==> src/rtl/smoldvi_deserialiser_pkg.sv <==
// rtl/smoldvi_deserialiser_pkg.sv - TMDS control symbols, FSM encoding and phase helper
package smoldvi_deserialiser_pkg;

  localparam logic [9:0] CTRL_00 = 10'h354;
  localparam logic [9:0] CTRL_01 = 10'h0AB;
  localparam logic [9:0] CTRL_10 = 10'h154;
  localparam logic [9:0] CTRL_11 = 10'h2AB;

  localparam logic ST_HUNT   = 1'b0;
  localparam logic ST_LOCKED = 1'b1;

  localparam logic [2:0] PHASE_LAST = 3'd4;

  // Modulo-5 add; step is at most 2 so one conditional subtract suffices.
  function automatic logic [2:0] phase_step(input logic [2:0] p, input logic [2:0] step);
    logic [3:0] s;
    s = {1'b0, p} + {1'b0, step};
    return (s >= 4'd5) ? 3'(s - 4'd5) : s[2:0];
  endfunction

endpackage

==> src/rtl/smoldvi_deserialiser.sv <==
// rtl/smoldvi_deserialiser.sv - 2-bit DDR to 10-bit TMDS symbol deserialiser with bit-slip alignment
module smoldvi_deserialiser
  import smoldvi_deserialiser_pkg::*;
#(
  parameter int LOCK_COUNT    = 16,
  parameter int SEARCH_WORDS  = 64,
  parameter int TIMEOUT_WORDS = 4096
) (
  input  logic       clk_x5,
  input  logic       rst_n_x5,
  input  logic [1:0] d,
  output logic [9:0] q,
  output logic       q_valid,
  output logic       q_is_ctrl,
  output logic [1:0] q_ctrl,
  output logic       locked,
  output logic [3:0] align
);

  localparam int RUN_W  = $clog2(LOCK_COUNT + 1);
  localparam int WORD_W = $clog2(SEARCH_WORDS + 1);
  localparam int IDLE_W = $clog2(TIMEOUT_WORDS + 1);

  localparam logic [RUN_W-1:0]  RUN_MAX  = RUN_W'(LOCK_COUNT);
  localparam logic [WORD_W-1:0] WORD_MAX = WORD_W'(SEARCH_WORDS);
  localparam logic [IDLE_W-1:0] IDLE_MAX = IDLE_W'(TIMEOUT_WORDS);

  // Only sr[11:3] can reach a word; the lower stream bits are never read.
  logic [11:3]       r_sr;
  logic [2:0]        r_phase;
  logic              r_odd;
  logic [3:0]        r_align;
  logic              r_state;
  logic              r_skip;
  logic [WORD_W-1:0] r_words;
  logic [RUN_W-1:0]  r_run;
  logic [IDLE_W-1:0] r_idle;
  logic [9:0]        r_q;
  logic              r_q_valid;
  logic              r_q_is_ctrl;
  logic [1:0]        r_q_ctrl;

  logic [11:1]       w_sr_next;
  logic [9:0]        w_word;
  logic              w_strobe;
  logic              w_count;
  logic              w_is_ctrl;
  logic [1:0]        w_ctrl;
  logic [WORD_W-1:0] w_words_inc;
  logic [RUN_W-1:0]  w_run_inc;
  logic [IDLE_W-1:0] w_idle_inc;
  logic              w_lock_hit;
  logic              w_slip;
  logic              w_timeout;

  assign w_sr_next = {d, r_sr[11:3]};
  assign w_strobe  = (r_phase == PHASE_LAST);
  assign w_word    = r_odd ? w_sr_next[10:1] : w_sr_next[11:2];
  assign w_count   = w_strobe && !r_skip;

  always_comb begin
    w_is_ctrl = 1'b0;
    w_ctrl    = 2'b00;
    case (w_word)
      CTRL_00: begin w_is_ctrl = 1'b1; w_ctrl = 2'b00; end
      CTRL_01: begin w_is_ctrl = 1'b1; w_ctrl = 2'b01; end
      CTRL_10: begin w_is_ctrl = 1'b1; w_ctrl = 2'b10; end
      CTRL_11: begin w_is_ctrl = 1'b1; w_ctrl = 2'b11; end
      default: begin w_is_ctrl = 1'b0; w_ctrl = 2'b00; end
    endcase
  end

  assign w_words_inc = (r_words == WORD_MAX) ? r_words : r_words + WORD_W'(1);
  assign w_run_inc   = !w_is_ctrl ? '0 : ((r_run == RUN_MAX) ? r_run : r_run + RUN_W'(1));
  assign w_idle_inc  = w_is_ctrl ? '0 : ((r_idle == IDLE_MAX) ? r_idle : r_idle + IDLE_W'(1));

  // A lock on the word that also closes the search window takes priority over the slip.
  assign w_lock_hit = (r_state == ST_HUNT) && w_count && (w_run_inc == RUN_MAX);
  assign w_slip     = (r_state == ST_HUNT) && w_count && !w_lock_hit && (w_words_inc == WORD_MAX);
  assign w_timeout  = (r_state == ST_LOCKED) && w_count && (w_idle_inc == IDLE_MAX);

  always_ff @(posedge clk_x5 or negedge rst_n_x5) begin
    if (!rst_n_x5) begin
      r_sr        <= '0;
      r_phase     <= '0;
      r_odd       <= 1'b0;
      r_align     <= '0;
      r_state     <= ST_HUNT;
      r_skip      <= 1'b0;
      r_words     <= '0;
      r_run       <= '0;
      r_idle      <= '0;
      r_q         <= '0;
      r_q_valid   <= 1'b0;
      r_q_is_ctrl <= 1'b0;
      r_q_ctrl    <= '0;
    end else begin
      r_sr      <= w_sr_next[11:3];
      // Leaving odd alignment pulls the next strobe one cycle earlier.
      r_phase   <= phase_step(r_phase, (w_slip && r_odd) ? 3'd2 : 3'd1);
      r_q_valid <= w_strobe;

      if (w_strobe) begin
        r_q         <= w_word;
        r_q_is_ctrl <= w_is_ctrl;
        r_q_ctrl    <= w_ctrl;
        r_skip      <= w_slip;
      end

      if (w_slip) begin
        r_odd   <= ~r_odd;
        r_align <= (r_align == 4'd9) ? 4'd0 : r_align + 4'd1;
      end

      if (w_count) begin
        if (r_state == ST_HUNT) begin
          if (w_lock_hit) begin
            r_state <= ST_LOCKED;
            r_words <= '0;
            r_run   <= '0;
          end else if (w_slip) begin
            r_words <= '0;
            r_run   <= '0;
          end else begin
            r_words <= w_words_inc;
            r_run   <= w_run_inc;
          end
        end else begin
          if (w_timeout) begin
            r_state <= ST_HUNT;
            r_idle  <= '0;
          end else begin
            r_idle <= w_idle_inc;
          end
        end
      end
    end
  end

  assign q         = r_q;
  assign q_valid   = r_q_valid;
  assign q_is_ctrl = r_q_is_ctrl;
  assign q_ctrl    = r_q_ctrl;
  assign locked    = r_state;
  assign align     = r_align;

endmodule

==> config.mk <==
export PLATFORM = sky130hd
export DESIGN_NAME = smoldvi_deserialiser
export DESIGN_NICKNAME = d
export VERILOG_FILES = /design/src/rtl/smoldvi_deserialiser_pkg.sv /design/src/rtl/smoldvi_deserialiser.sv
export SDC_FILE = /design/constraint.sdc
export NUM_CORES = 1
export LEC_CHECK = 0
export CORE_MARGIN = 5
export CORE_UTILIZATION = 30
export DETAILED_ROUTE_END_ITERATION = 12
export MAX_ROUTING_LAYER = met4
export PLACE_DENSITY = 0.46
export SYNTH_ARGS = -nofsm -noshare
export SYNTH_HDL_FRONTEND = slang
export SYNTH_SLANG_ARGS = --single-unit
==> constraint.sdc <==
create_clock -name clk_x5 -period 4.8 [get_ports clk_x5]
set_input_delay 0.72 -clock clk_x5 [delete_from_list [all_inputs] [get_ports clk_x5]]
set_output_delay 0.72 -clock clk_x5 [all_outputs]
set_load 0.01 [all_outputs]
Word-level counts from Yosys, hierarchy flattened
Index checks and enable logic that the tools add are counted.
{"block": "word_totals", "wordCells": 66, "ff_bits": 58, "out_inout_bits": 19, "inputBits": 4}
{"block": "classes", "bitwise": 2, "magnitude_cmp": 1, "n_reduce_logical": 13, "n_addsub": 6, "n_eq_ne": 12, "mux": 19}
{"operator": "2-to-1 mux 13 bit", "count": 3}
{"operator": "== test 13 bit (second input constant)", "count": 2}
{"operator": "2-to-1 mux 7 bit", "count": 3}
{"operator": "== test 10 bit (second input constant)", "count": 2}
{"operator": "2-to-1 mux 5 bit", "count": 4}
{"operator": "== test 7 bit (second input constant)", "count": 2}
{"operator": "adder 13 x 1 -> 13 bit (second input constant)", "count": 1}
{"operator": "== test 10 x 8 -> 1 bit (second input constant)", "count": 1}
{"operator": "== test 10 x 9 -> 1 bit (second input constant)", "count": 1}
{"operator": "== test 5 bit (second input constant)", "count": 2}
{"operator": "2-to-1 mux 10 bit", "count": 1}
{"operator": "logical AND 1 bit", "count": 8}
{"operator": "adder 7 x 1 -> 7 bit (second input constant)", "count": 1}
{"operator": "case mux 2 bit (3 select lines)", "count": 1}
{"operator": "adder 5 x 1 -> 5 bit (second input constant)", "count": 1}
{"operator": "adder 3 x 2 -> 4 bit", "count": 1}
{"operator": "adder 4 x 1 -> 4 bit (second input constant)", "count": 1}
{"operator": "== test 4 bit (second input constant)", "count": 1}
{"operator": "greater-or-equal comparator 4 x 3 -> 1 bit (second input constant)", "count": 1}
{"operator": "2-to-1 mux 1 bit", "count": 4}
{"operator": "2-to-1 mux 4 bit", "count": 1}
{"operator": "AND reduction 2 bit", "count": 2}
{"operator": "OR reduction 4 bit", "count": 1}
{"operator": "== test 3 bit (second input constant)", "count": 1}
{"operator": "5 further kinds", "count": 7}

Depth between registers and ports, before layout
{"block": "depth", "word_depth": 15, "ltp_mapped": 17, "depth_no_buf": 17}

Least setup slack after synthesis
Ideal clock, no wire load.
{"block": "synth_path", "kind": "register to register", "start": "reg r_phase[2]", "end": "reg r_phase[1]", "setup_time_ns": 0.065, "path_slack_ns": 1.381, "period_less_slack_ns": 3.419, "required_time_ns": 4.735, "path_buffers": 3, "arrival_time_ns": 3.355, "stages_incl_launch_ff": 17, "path_cell_list": "dfrtp_1 or3b_1 buf_2 or3_1 buf_2 clkbuf_1 nor4_1 inv_1 ha_1 ha_1 inv_1 ha_1 nand2b_1 o21a_1 or3_1 a21oi_1 a211o_1"}
{"block": "synth_between", "elab_chain_len": 12, "word_cells_on_any_way": 13, "cone_classes": "add/sub: 2; order compare: 1; eq/ne: 1; mux: 2; reduce/logical: 7"}
{"element": "from (decl)", "line": "smoldvi_deserialiser.sv:30", "rtl": "logic [2:0] r_phase;"}
{"element": "from (signal assigned)", "line": "smoldvi_deserialiser.sv:100", "rtl": "r_phase <= phase_step(r_phase, (w_slip && r_odd) ? 3'd2 : 3'd1);"}
{"element": "== test 3 bit", "line": "smoldvi_deserialiser.sv:57", "rtl": "assign w_strobe = (r_phase == PHASE_LAST);"}
{"element": "logical AND 1 bit", "line": "smoldvi_deserialiser.sv:59", "rtl": "assign w_count = w_strobe && !r_skip;"}
{"element": "logical AND 1 bit", "line": "smoldvi_deserialiser.sv:78, smoldvi_deserialiser.sv:79"}
{"element": "logical AND 1 bit", "line": "smoldvi_deserialiser.sv:78", "rtl": "assign w_lock_hit = (r_state == ST_HUNT) && w_count && (w_run_inc == RUN_MAX);"}
{"element": "logical NOT 1 bit", "line": "smoldvi_deserialiser.sv:79", "rtl": "assign w_slip = (r_state == ST_HUNT) && w_count && !w_lock_hit && (w_words_inc == WORD_MAX);"}
{"element": "logical AND 1 bit (2 in a row)", "line": "smoldvi_deserialiser.sv:79"}
{"element": "logical AND 1 bit", "line": "smoldvi_deserialiser.sv:100"}
{"element": "2-to-1 mux 2 bit", "line": "smoldvi_deserialiser.sv:100"}
{"element": "adder 3 x 2 -> 4 bit *", "line": "smoldvi_deserialiser_pkg.sv:17", "rtl": "s = {1'b0, p} + {1'b0, step};"}
{"element": "greater-or-equal comparator 4 x 3 -> 1 bit / subtractor 3 bit (equally long branches)", "line": "smoldvi_deserialiser_pkg.sv:18", "rtl": "return (s >= 4'd5) ? 3'(s - 4'd5) : s[2:0];"}
{"element": "2-to-1 mux 3 bit *", "line": "smoldvi_deserialiser_pkg.sv:18"}
Every way passes the cells marked *; elsewhere a longest branch is shown, timed or not.
A chain may end at the register's enable or synchronous reset.

Final worst setup path
{"block": "layout_path", "start": "reg r_odd", "end": "reg r_phase[1]"}
{"block": "layout_between", "elab_chain_len": 15, "word_cells_on_any_way": 19, "cone_classes": "add/sub: 2; order compare: 1; eq/ne: 5; mux: 5; reduce/logical: 6"}
{"element": "from (decl)", "line": "smoldvi_deserialiser.sv:31", "rtl": "logic r_odd;"}
{"element": "from (signal assigned)", "line": "smoldvi_deserialiser.sv:111", "rtl": "r_odd <= ~r_odd;"}
{"element": "2-to-1 mux 10 bit", "line": "smoldvi_deserialiser.sv:58", "rtl": "assign w_word = r_odd ? w_sr_next[10:1] : w_sr_next[11:2];"}
{"element": "== test 10 bit, or another cell as far along", "line": "smoldvi_deserialiser.sv:64", "rtl": "case (w_word)"}
{"element": "OR reduction 4 bit (no source line)"}
{"element": "2-to-1 mux 1 bit", "line": "smoldvi_deserialiser.sv:64"}
{"element": "2-to-1 mux 5 bit", "line": "smoldvi_deserialiser.sv:74", "rtl": "assign w_run_inc = !w_is_ctrl ? '0 : ((r_run == RUN_MAX) ? r_run : r_run + RUN_W'(1));"}
{"element": "== test 5 bit", "line": "smoldvi_deserialiser.sv:78"}
{"element": "logical AND 1 bit", "line": "smoldvi_deserialiser.sv:78"}
{"element": "logical NOT 1 bit", "line": "smoldvi_deserialiser.sv:79"}
{"element": "logical AND 1 bit (2 in a row)", "line": "smoldvi_deserialiser.sv:79"}
{"element": "logical AND 1 bit *", "line": "smoldvi_deserialiser.sv:100"}
{"element": "2-to-1 mux 2 bit *", "line": "smoldvi_deserialiser.sv:100"}
{"element": "adder 3 x 2 -> 4 bit *", "line": "smoldvi_deserialiser_pkg.sv:17"}
{"element": "greater-or-equal comparator 4 x 3 -> 1 bit / subtractor 3 bit (equally long branches)", "line": "smoldvi_deserialiser_pkg.sv:18"}
{"element": "2-to-1 mux 3 bit *", "line": "smoldvi_deserialiser_pkg.sv:18"}
Marked as above.

==> flow_metrics.env <==
export IMPL_fmax_mhz=249
export IMPL_finalHoldViolations=0
export IMPL_place_congestion=0.814
export IMPL_ys_warn_count=0
export IMPL_synth_top_flop_cell="dfrtp_1"
export IMPL_cts_tree="yes"
export IMPL_overflow=0
export IMPL_p_seq_frac=0.406
export IMPL_rows=39
export IMPL_post_dp_hpwl_um=5930
export IMPL_critPathLaunch="r_odd"
export IMPL_min_path_type="reg2reg"
export IMPL_dr_pass1_iters=6
export IMPL_start_kind="flip-flop"
export IMPL_postPlaceCellArea_um2=3770
export IMPL_initial_core_util=0.303
export IMPL_p_switching_mw=0.265
export IMPL_io_pins=23
export IMPL_p_int_mw=0.981
export IMPL_synth_seq_cells=58
export IMPL_clkSlewWorstSetupHoldPaths_ps=60
export IMPL_drv_slew=0
export IMPL_clkPwrFrac=0.566
export IMPL_num_antenna_cells=0
export IMPL_syn_nets=386
export IMPL_core_area_um2=11300
export IMPL_crit_fanout=18
export IMPL_p_leak_nw=1.63
export IMPL_yosys_cell_types_count=60
export IMPL_vias_per_cell=5.32
export IMPL_pre_cts_ws_ps=627
export IMPL_clock_skew_final_ps=9.57
export IMPL_cts_buffer_depth=2
export IMPL_clock_tree_root_cell="clkbuf_16"
export IMPL_grt_pass1_wl_um=14000
export IMPL_path_class="reg2reg"
export IMPL_final_common_cell="dfrtp_1"
export IMPL_slew_headroom=0.256
export IMPL_cts_sinks=58
export IMPL_grt_start_max_net_pins=38
export IMPL_drc=0
export IMPL_cts_buffers=9
export IMPL_synth_top_area_share=0.423
export IMPL_fp_dieH_um=117
export IMPL_cts_max_level=3
export IMPL_rr_startpoint="r_odd"
export IMPL_io_buffers=22
export IMPL_utilization=0.362
export IMPL_nFillCells=1154
export IMPL_grtUsageTotal=0.136
export IMPL_arrival_ps=4240
export IMPL_netlist_area_um2=3430
export IMPL_swShare=0.213
export IMPL_synth_top_cells_by_area="dfrtp_1 42%, o21ai_0 4.1%, ha_1 3.6%, nand2_1 3.4%, mux2i_1 3.2%"
export IMPL_fin_crit_sh=0.838
export IMPL_syn_inst=372
export IMPL_endpoint_kind="flip-flop"
export IMPL_layout_drive_gt1_share=0.0787
export IMPL_synth_enable_flop_cells=0
export IMPL_nets=403
export IMPL_setup_slack_ps=778
export IMPL_required_ps=5020
export IMPL_p_per_area_nw_per_um2=304
export IMPL_drv_cap=0
export IMPL_tightest_slew_ps=1110
export IMPL_via_count=2859
export IMPL_period_needed_ps=4020
export IMPL_initialDrtViolationCount=208
export IMPL_die_area_um2=13700
export IMPL_die_x_um=117
export IMPL_grt_pass1_vias=2748
export IMPL_setup_viol=0
export IMPL_fin_tns_setup_ps=0
export IMPL_p_comb_frac=0.028
export IMPL_fin_area_um2=4100
export IMPL_cts_resized=0
export IMPL_cts_setup_buffers=0
export IMPL_final_antenna_net_count=0
export IMPL_stdcell_count=537
export IMPL_wl_per_cell_um=15.6
export IMPL_wl_um=8390
export IMPL_synth_area_leader_cell="dfrtp_1"
export IMPL_area_growth_pct=19.4
export IMPL_dp_cells=521
export IMPL_vdd_drop_max_v=0.000248
export IMPL_avgSynthCellArea_um2=9.23
export IMPL_ctsHoldBuffers=0
export IMPL_clock_latency_ps=330
export IMPL_mostFrequentLayoutCells="58 x dfrtp_1, 31 x nand2_1, 28 x o21ai_0, 23 x nor2_1, 21 x clkdlybuf4s50_1"
export IMPL_antenna_found_initial=0
export IMPL_synthArstFlopShare=1.00
export IMPL_hold_path_startpoint="r_sr[5]"
export IMPL_seq_area_frac_synth=0.423
export IMPL_rsz0062_at_grt="false"
export IMPL_outcome="completed"
==> sequential cells by signal (all words and copies together) (netlist names) <==
register,cells
q_is_ctrl,1
r_idle,13
align,4
r_skip,1
q,10
r_phase,3
q_ctrl,2
locked,1
q_valid,1
r_sr,9
r_run,5
r_words,7
r_odd,1
==> worst max-delay path, stage by stage (launching register included) <==
cell	delay, ps
dfrtp_1	740
mux2i_1	420
a21oi_1	110
nand3_1	210
a211oi_2	100
buf_4	200
nor4_1	390
inv_1	90
ha_1	270
ha_1	320
inv_1	70
ha_1	180
nand2b_1	150
o21ai_0	120
nand2_1	90
a32o_1	220
a211o_1	220
==> final timing paths <==
kind,to,depth (start not counted),slack [ps]
min in group asynchronous,r_words[4],1,510
worst max-delay path,r_phase[1],16,780
worst min register to register,r_sr[3],0,420
max in group asynchronous,r_idle[9],2,3470
worst max register to register,r_phase[1],16,780
worst min-delay path,r_sr[3],0,420
==> power by group through the flow <==
stage / registers (mW) / logic [mW] / clock network, mW
floorplan: 0.514 / 0.00916 / 0
global placement: 0.514 / 0.0369 / 0
detailed placement: 0.514 / 0.0368 / 0
CTS: 0.506 / 0.0368 / 0.727
global route: 0.507 / 0.0404 / 0.748
finish: 0.506 / 0.0352 / 0.706
==> layer usage <==
metal  global-route usage  routed length [µm]  vias to the layer above
li1                     -                   -                     1414
met1                0.174                3970                     1376
met2                0.205                3900                       56
met3               0.0391                 376                       13
met4               0.0520                 148                        0
met5                    -                   0                        -
==> logic make-up (layout without fill, tap and decap cells) <==
family / Yosys count / after routing / share of synthesized area
XOR/XNOR: 10 / 10 / 0.0255
flip-flops: 58 / 58 / 0.423
multiplexers: 14 / 14 / 0.0419
buffers and inverters: 37 / 59 / 0.0434
AND/OR/NAND/NOR: 148 / 148 / 0.238
AO/OA/AOI/OAI: 95 / 95 / 0.192
adder cells (fa/ha/maj): 10 / 10 / 0.0364
==> metrics by stage <==
| step | total power, mW | hold WS, ps |
|---|---|---|
| 2_1_floorplan | 0.523 | 386 |
| 3_3_place_gp | 0.551 | 430 |
| 3_5_place_dp | 0.551 | 411 |
| 4_1_cts | 1.27 | 427 |
| 5_1_grt | 1.30 | 461 |
| 6_report | 1.25 | 424 |
==> synth_stat cells (all sizes together), types with 4 or more instances <==
cell type / number
nand2: 31
inv: 18
dfrtp: 58
a21o: 4
a22o: 4
nor2b: 7
o31ai: 5
ha: 10
clkbuf: 13
mux2i: 11
a211o: 5
nor2: 23
a21oi: 11
o32ai: 4
a31oi: 7
nand3: 17
and3: 7
nor3: 17
o21a: 4
or3: 6
nor4: 6
buf: 6
nand4: 7
nand2b: 6
xnor2: 7
o21ai: 32
==> layout make-up <==
class	instances	area, µm²	area share
multi-input combinational	277	1830	0.447
sequential	58	1450	0.354
clock buffer	10	239	0.0583
timing repair buffer	25	238	0.0580
tap	143	179	0.0437
clock inverter	6	90.1	0.0220
inverter	18	67.6	0.0165
(Power assumes the default switching activity.)
